### src/rtl/id_scanner_pkg.sv
// Shared definitions for the boot-time peripheral ID scanner: FSM encodings,
// default timeout and the select-port width helper.
package id_scanner_pkg;

    typedef enum logic [1:0] {
        ID_SCAN_IDLE = 2'd0,
        ID_SCAN_REQ  = 2'd1,
        ID_SCAN_GAP  = 2'd2,
        ID_SCAN_FIN  = 2'd3
    } scan_state_e;

    localparam int ID_SCAN_TIMEOUT_DEF = 16;

    function automatic int sel_width(input int n);
        return (n > 1) ? $clog2(n) : 1;
    endfunction

endpackage

### src/rtl/id_scan_timer.sv
// REQ wait counter; only instantiated when ID_SCAN_TIMEOUT_EN is defined.
// expired is high during the TIMEOUT_CYC-th consecutive enabled cycle.
module id_scan_timer
    import id_scanner_pkg::*;
#(
    parameter int TIMEOUT_CYC = ID_SCAN_TIMEOUT_DEF
) (
    input  logic clk,
    input  logic rst,
    input  logic clear,
    input  logic enable,
    output logic expired
);
    localparam int CW = $clog2(TIMEOUT_CYC + 1);

    logic [CW-1:0] cnt_q;

    always_ff @(posedge clk) begin
        if (rst || clear) begin
            cnt_q <= '0;
        end else if (enable && !expired) begin
            cnt_q <= cnt_q + 1'b1;
        end
    end

    assign expired = enable && (cnt_q == CW'(TIMEOUT_CYC - 1));

endmodule

### src/rtl/id_scanner.sv
// Boot-time bus initiator: reads one ID register per slot, records IDs and
// which slots answered. Optional absent-slot timeout under ID_SCAN_TIMEOUT_EN.
module id_scanner
    import id_scanner_pkg::*;
#(
    parameter int                DATA_W      = 32,
    parameter int                ADDR_W      = 32,
    parameter int                N_SLOTS     = 4,
    parameter logic [ADDR_W-1:0] BASE_ADDR   = '0,
    parameter int                STRIDE      = 4,
    parameter int                TIMEOUT_CYC = ID_SCAN_TIMEOUT_DEF
) (
    input  logic                           clk,
    input  logic                           rst,
    input  logic                           start,
    output logic                           busy,
    output logic                           done,
    output logic [N_SLOTS-1:0]             present,
    input  logic [sel_width(N_SLOTS)-1:0]  id_sel,
    output logic [DATA_W-1:0]              id_data,
    output logic                           m_valid,
    output logic [ADDR_W-1:0]              m_address,
    output logic [DATA_W/8-1:0]            m_wstrb,
    input  logic [DATA_W-1:0]              m_rdata,
    input  logic                           m_ready
);
    localparam int SEL_W = sel_width(N_SLOTS);

    scan_state_e        state_q, state_d;
    logic [SEL_W-1:0]   slot_q, slot_d;
    logic [N_SLOTS-1:0] present_q, present_d;
    logic [DATA_W-1:0]  ids_q [N_SLOTS];
    logic [DATA_W-1:0]  ids_d [N_SLOTS];
    logic               tmr_clr, tmr_exp, last_slot;

    assign last_slot = (slot_q == SEL_W'(N_SLOTS - 1));

    always_ff @(posedge clk) begin
        if (rst) begin
            state_q   <= ID_SCAN_IDLE;
            slot_q    <= '0;
            present_q <= '0;
            for (int i = 0; i < N_SLOTS; i++) ids_q[i] <= '0;
        end else begin
            state_q   <= state_d;
            slot_q    <= slot_d;
            present_q <= present_d;
            ids_q     <= ids_d;
        end
    end

    always_comb begin
        state_d   = state_q;
        slot_d    = slot_q;
        present_d = present_q;
        ids_d     = ids_q;
        tmr_clr   = 1'b0;
        case (state_q)
            ID_SCAN_IDLE: begin
                if (start) begin
                    slot_d    = '0;
                    present_d = '0;
                    for (int i = 0; i < N_SLOTS; i++) ids_d[i] = '0;
                    tmr_clr   = 1'b1;
                    state_d   = ID_SCAN_REQ;
                end
            end
            ID_SCAN_REQ: begin
                // A response arriving in the expiry cycle still counts.
                if (m_ready) begin
                    ids_d[slot_q]     = m_rdata;
                    present_d[slot_q] = 1'b1;
                    state_d           = ID_SCAN_GAP;
                end else if (tmr_exp) begin
                    ids_d[slot_q]     = '0;
                    present_d[slot_q] = 1'b0;
                    state_d           = ID_SCAN_GAP;
                end
            end
            ID_SCAN_GAP: begin
                // Swallows the responder's trailing registered ready.
                if (last_slot) begin
                    state_d = ID_SCAN_FIN;
                end else begin
                    slot_d  = slot_q + 1'b1;
                    tmr_clr = 1'b1;
                    state_d = ID_SCAN_REQ;
                end
            end
            ID_SCAN_FIN: state_d = ID_SCAN_IDLE;
            default:     state_d = ID_SCAN_IDLE;
        endcase
    end

`ifdef ID_SCAN_TIMEOUT_EN
    id_scan_timer #(.TIMEOUT_CYC(TIMEOUT_CYC)) u_timer (
        .clk     (clk),
        .rst     (rst),
        .clear   (tmr_clr),
        .enable  (state_q == ID_SCAN_REQ),
        .expired (tmr_exp)
    );
`else
    logic unused_tmr;
    assign tmr_exp    = 1'b0;
    assign unused_tmr = ^{tmr_clr, 32'(TIMEOUT_CYC)};
`endif

    assign m_valid   = (state_q == ID_SCAN_REQ);
    assign busy      = (state_q == ID_SCAN_REQ) || (state_q == ID_SCAN_GAP);
    assign done      = (state_q == ID_SCAN_FIN);
    assign present   = present_q;
    assign m_wstrb   = '0;
    assign m_address = m_valid ? (BASE_ADDR + ADDR_W'(slot_q) * ADDR_W'(STRIDE)) : '0;
    assign id_data   = (int'(id_sel) < N_SLOTS) ? ids_q[id_sel] : '0;

endmodule

### config.mk
export PLATFORM = sky130hd
export DESIGN_NAME = id_scanner
export DESIGN_NICKNAME = d
export VERILOG_FILES = /design/src/rtl/id_scanner_pkg.sv /design/src/rtl/id_scan_timer.sv /design/src/rtl/id_scanner.sv
export SDC_FILE = /design/constraint.sdc
export NUM_CORES = 1
export LEC_CHECK = 0
export ABC_AREA = 1
export ABC_CLOCK_PERIOD_IN_PS = 2340
export CORE_ASPECT_RATIO = 0.8
export CORE_MARGIN = 2
export CORE_UTILIZATION = 30
export CTS_CLUSTER_DIAMETER = 40
export DETAILED_ROUTE_END_ITERATION = 6
export GPL_ROUTABILITY_DRIVEN = 0
export PLACE_DENSITY = 0.54
export SETUP_SLACK_MARGIN = 0.4
export SYNTH_ARGS = -nofsm -noshare
export SYNTH_HDL_FRONTEND = slang
export SYNTH_SLANG_ARGS = --single-unit
### constraint.sdc
create_clock -name clk -period 2.34 [get_ports clk]
set_input_delay 0.468 -clock clk [delete_from_list [all_inputs] [get_ports clk]]
set_output_delay 0.468 -clock clk [all_outputs]
set_load 0.05 [all_outputs]
# Word-level counts from Yosys, hierarchy flattened

Index checks and enable logic that the tools add are counted.

Equal/unequal tests: 7
Mux-type cells: 22
Add/subtract/negate cells: 1
$lt $le $gt $ge: 5
Bitwise gates (word level): 3
Reductions and logical operators: 9

Operators with widths:

| operator              | count |
|---|---|
| $mux W128             | 2 |
| $pmux W128 S2         | 1 |
| $bwmux W128           | 1 |
| $mux W32              | 3 |
| $bmux W32 S2          | 1 |
| $demux W32 S2         | 1 |
| $mux W4               | 3 |
| $mux W2               | 5 |
| $pmux W2 S4           | 1 |
| $pmux W4 S2           | 1 |
| $eq A2 B2 Y1 const B  | 3 |
| $ge A3 B3 Y1 const B  | 2 |
| $not A2 Y3            | 2 |
| $reduce_and A3 Y1     | 2 |
| $ne A2 B2 Y1 const B  | 2 |
| $or A4 B4 Y4          | 1 |
| $pmux W2 S2           | 1 |
| $reduce_bool A2 Y1    | 2 |
| $lt A2 B3 Y1 const B  | 1 |
| $lt A3 B1 Y1 const B  | 1 |
| $add A2 B1 Y2 const B | 1 |
| $demux W1 S2          | 1 |
| $eq A2 B1 Y1 const B  | 1 |
| $ge A2 B1 Y1 const B  | 1 |
| other kinds (6)       | 7 |

Input port bits: 38
Output and inout port bits: 75
Register bits after elaboration: 136

# Depth between registers and ports, before layout

Depth in word-level cells: 8
Depth in mapped cells: 12
Gate-level depth less buffers: 9

# Least setup slack after synthesis

Ideal clock, no wire load.

Path kind: input-to-output
Start point: in id_sel[0]
End point: out id_data[11]
Cell stages on the path: 6
Path slack: -0.038 ns
Arrival: 1.910 ns
Required time: 1.872 ns
Cell sequence: clkbuf_1 > inv_1 > buf_2 > buf_2 > a21oi_1 > a21oi_1

Longest elaborated chain between the ends: 4

RTL lines:

| item                                         | line              | text |
|---|---|---|
| start: declaration                           | id_scanner.sv:19  | `input logic [sel_width(N_SLOTS)-1:0] id_sel,` |
| $not A2 Y3 (not written as such)             | id_scanner.sv:115 | `assign id_data = (int'(id_sel) < N_SLOTS) ? ids_q[id_sel] : '0;` |
| $bmux W32 S2                                 | id_scanner.sv:115 |  |
| $mux W32 (not written as such) (2 in series) | id_scanner.sv:115 |  |
| end: declaration                             | id_scanner.sv:20  | `output logic [DATA_W-1:0] id_data,` |

Every way passes these cells. The select of a mux whose other input is x is not followed.

# Final worst setup path

Start point: in id_sel[0]
End point: out id_data[19]

The elaborated chain is that of the path after synthesis.

==> impl_metrics.toml <==
[clock_tree]
hold_buffers = 0
clock_sinks = 136
cts_tree = "yes"
h-tree-depth = 4
clk_path_buf_depth = 2
clkTransAtPathRegs_ns = 0.06
clkLatencyLatePin_ns = 0.43
clockRootBuffer = "clkbuf_16"
cts_buffers = 17

[pwr]
power_density_nw_per_um2 = 1200
ir_drop_mv = 0.600
seqPwrFrac_pct = 25.7
pwr-share-comb_pct = 54.0
leakage_uw = 0.00545
p_int_uw = 7560
netSwitchingPower_uw = 6590
p_clk_share_pct = 20.3
netSwitchingFraction_pct = 46.6

[timing]
tns_ns = 0
setup_slack_ns = 0.357
hold_violations = 0
drv_slew = 0
period_needed_ns = 1.98
min_period_over_period_pct = 84.7
setup_viol = 0
skew_ns = 0.0109
max-slew-margin-rel_pct = 56.2
fmax_ghz = 0.504
worst-slew-pin-transition_ns = 0.657
grt_setup_unrepaired = "true"

[synth]
synth_commonest_cells = "nand2_1, inv_1, nor2_1"
ys_seq_area_share_pct = 31.9
synth_seq_cells = 136
synth-main-ff-cell = "dfxtp_1"
synth.largest_area_cell = "dfxtp_1"
synthArstFlopShare_pct = 0
syn_area_per_cell_um2 = 6.03
synth_warnings = 0
synth_area_leaders = "dfxtp_1, nand2_1, inv_1"
synth-edff-count = 0
syn_area_um2 = 8530
synth_top_area_share_pct = 31.9
syn_inst = 1415
yosysMostFrequentCell = "nand2_1"
synth_cell_types = 22

[worst_setup_path]
critPathMaxFanout = 9
critPathKind = "primary input to output port"
r2r_end = "ids_q[2]$_SDFFE_PP0P_"
cpPeakStageDelay_ns = 0.21
crit_end = "id_data[19]"
end_kind = "output port"
slowest_stage = "a21oi_4"
crit_start = "id_sel[0]"
crit_chain = "buf_6 > inv_8 > buf_12 > buf_4 > o21ai_2 > a21oi_2 > a21oi_4 > buf_12"
crit_required_ns = 1.87
reg2reg_from = "slot_q[0]$_SDFFE_PP0P_"
crit_arrival_ns = 1.51
reg2reg_depth = 5
start_kind = "primary input"
path_common_cell = "buf_12"
reg2reg_slack_ns = 0.52

[finish]
finalNonFillerCells = 1847
multi_input_area_um2 = 4880
fin_util_pct = 41.8
nNetsFinal = 1513
diodes = 0
fillers = 2872
area_growth_pct = 38.1
regArea_um2 = 2730
layout-drive-gt1-share_pct = 18.5

[outcome]
status = "completed"

[worst_hold_path]
min-delay-start = "present[1]$_SDFFE_PP0P_"
holdCritPathClass = "flop to flop"

[route]
drt_iter0_markers = 688
drtPass1Iterations = 5
viasPerCell = 4.69
drc = 0
avgRoutedWirePerCell_um = 16.6
num_vias = 8668
drtAntennaViolNets = 0
wl_mm = 30.7

[floorplanning]
core_um2 = 28100
die_w_um = 192
start_util_pct = 30.3
io_pins = 113
num_rows = 55
die_h_um = 155
die-area_um2 = 29800

[global_routing]
grt_max_degree = 115
grt_pass1_wl_mm = 46.7
grt_use_total_pct = 20.5
grt_overflow = 0
antenna_found_initial = 1
grt_pass1_vias = 7966

[placement]
dp_slack_ns = -0.149
dp.cells = 1801
dp_hpwl_mm = 17.5
port_buffers = 78

[run]
maxCapViolCount = 0
==> worst min-delay path by stage <==
stage / slack, ns / endpoint / cells after the start
2_1_floorplan: 0.49 / ids_q[32]$_SDFFE_PP0P_ / 4
3_3_place_gp: 0.44 / present[1]$_SDFFE_PP0P_ / 2
3_5_place_dp: 0.45 / present[1]$_SDFFE_PP0P_ / 2
4_1_cts: 0.46 / present[1]$_SDFFE_PP0P_ / 2
5_1_grt: 0.50 / present[1]$_SDFFE_PP0P_ / 2
6_report: 0.47 / present[1]$_SDFFE_PP0P_ / 2
==> repair_timing <==
item                                   4_1_cts  5_1_grt
setup buffers                                6        1
pin swaps                                    2        1
setup endpoints to repair                  135      108
cloned                                       6        1
gates resized for setup                    154       38
endpoints found under the hold margin        0        0
==> state kept, by name, indices dropped and copies added (netlist names) <==
name     cells
present      4
slot_q       2
ids_q      128
state_q      2
==> power groups by stage <==
| stage | registers (µW) | logic (µW) | clock network [µW] |
|---|---|---|---|
| after detailed placement | 3600 | 7160 | 0 |
| after CTS | 3620 | 7440 | 2910 |
| after floorplan | 3520 | 5200 | 0 |
| after global placement | 3590 | 7120 | 0 |
| after global routing | 3730 | 8440 | 3010 |
| final | 3630 | 7640 | 2880 |
==> final cells by class <==
| class | count | share of cell area [%] |
|---|---|---|
| repair buffers | 140 | 17.3 |
| multi-input cells | 893 | 41.4 |
| clock inverters | 14 | 1.56 |
| well taps | 370 | 3.93 |
| inverters | 276 | 8.96 |
| flip-flops and latches | 136 | 23.2 |
| clock buffers | 18 | 3.64 |
==> cells by family (layout without fill, tap and decap cells) <==
group | after synthesis | count (layout) | synth area share, %
buffers and inverters | 419 | 448 | 21.6
flip-flops | 136 | 136 | 31.9
AO/OA/AOI/OAI | 138 | 138 | 8.15
other | 1 | 34 | 0.0440
AND/OR/NAND/NOR | 710 | 710 | 36.6
adder cells (fa/ha/maj) | 11 | 11 | 1.61
==> through the flow <==
stage | cell area [µm²] | hold WS [ns] | power (µW)
after detailed placement | 10300 | 0.447 | 10800
after global placement | 10300 | 0.444 | 10700
after floorplan | 9020 | 0.486 | 8720
final | 11800 | 0.465 | 14100
after CTS | 11600 | 0.464 | 14000
after global routing | 11800 | 0.504 | 15200
==> critical path: cells and delay by family <==
family,cells,cell delay [ns]
buffers and inverters,5,0.63
AO/OA/AOI/OAI,3,0.41
==> routing by layer <==
layer	GRT usage (%)	share of wire [%]
met5	0	0.042
met4	4.91	1.4
met3	3.99	5.7
met2	30.7	43
met1	29.9	50
==> cell usage in the layout (no fill, tap or decap), types with 18 or more instances in the layout <==
cell	instances
nand2_1	308
inv_1	258
nor2_1	167
dfxtp_1	134
nand3_1	117
nand4_1	110
buf_12	53
a21oi_2	51
a21oi_4	36
clkdlybuf4s50_1	35
conb_1	34
buf_4	26
clkbuf_16	18
No activity file was read; power rests on OpenSTA's default activity.
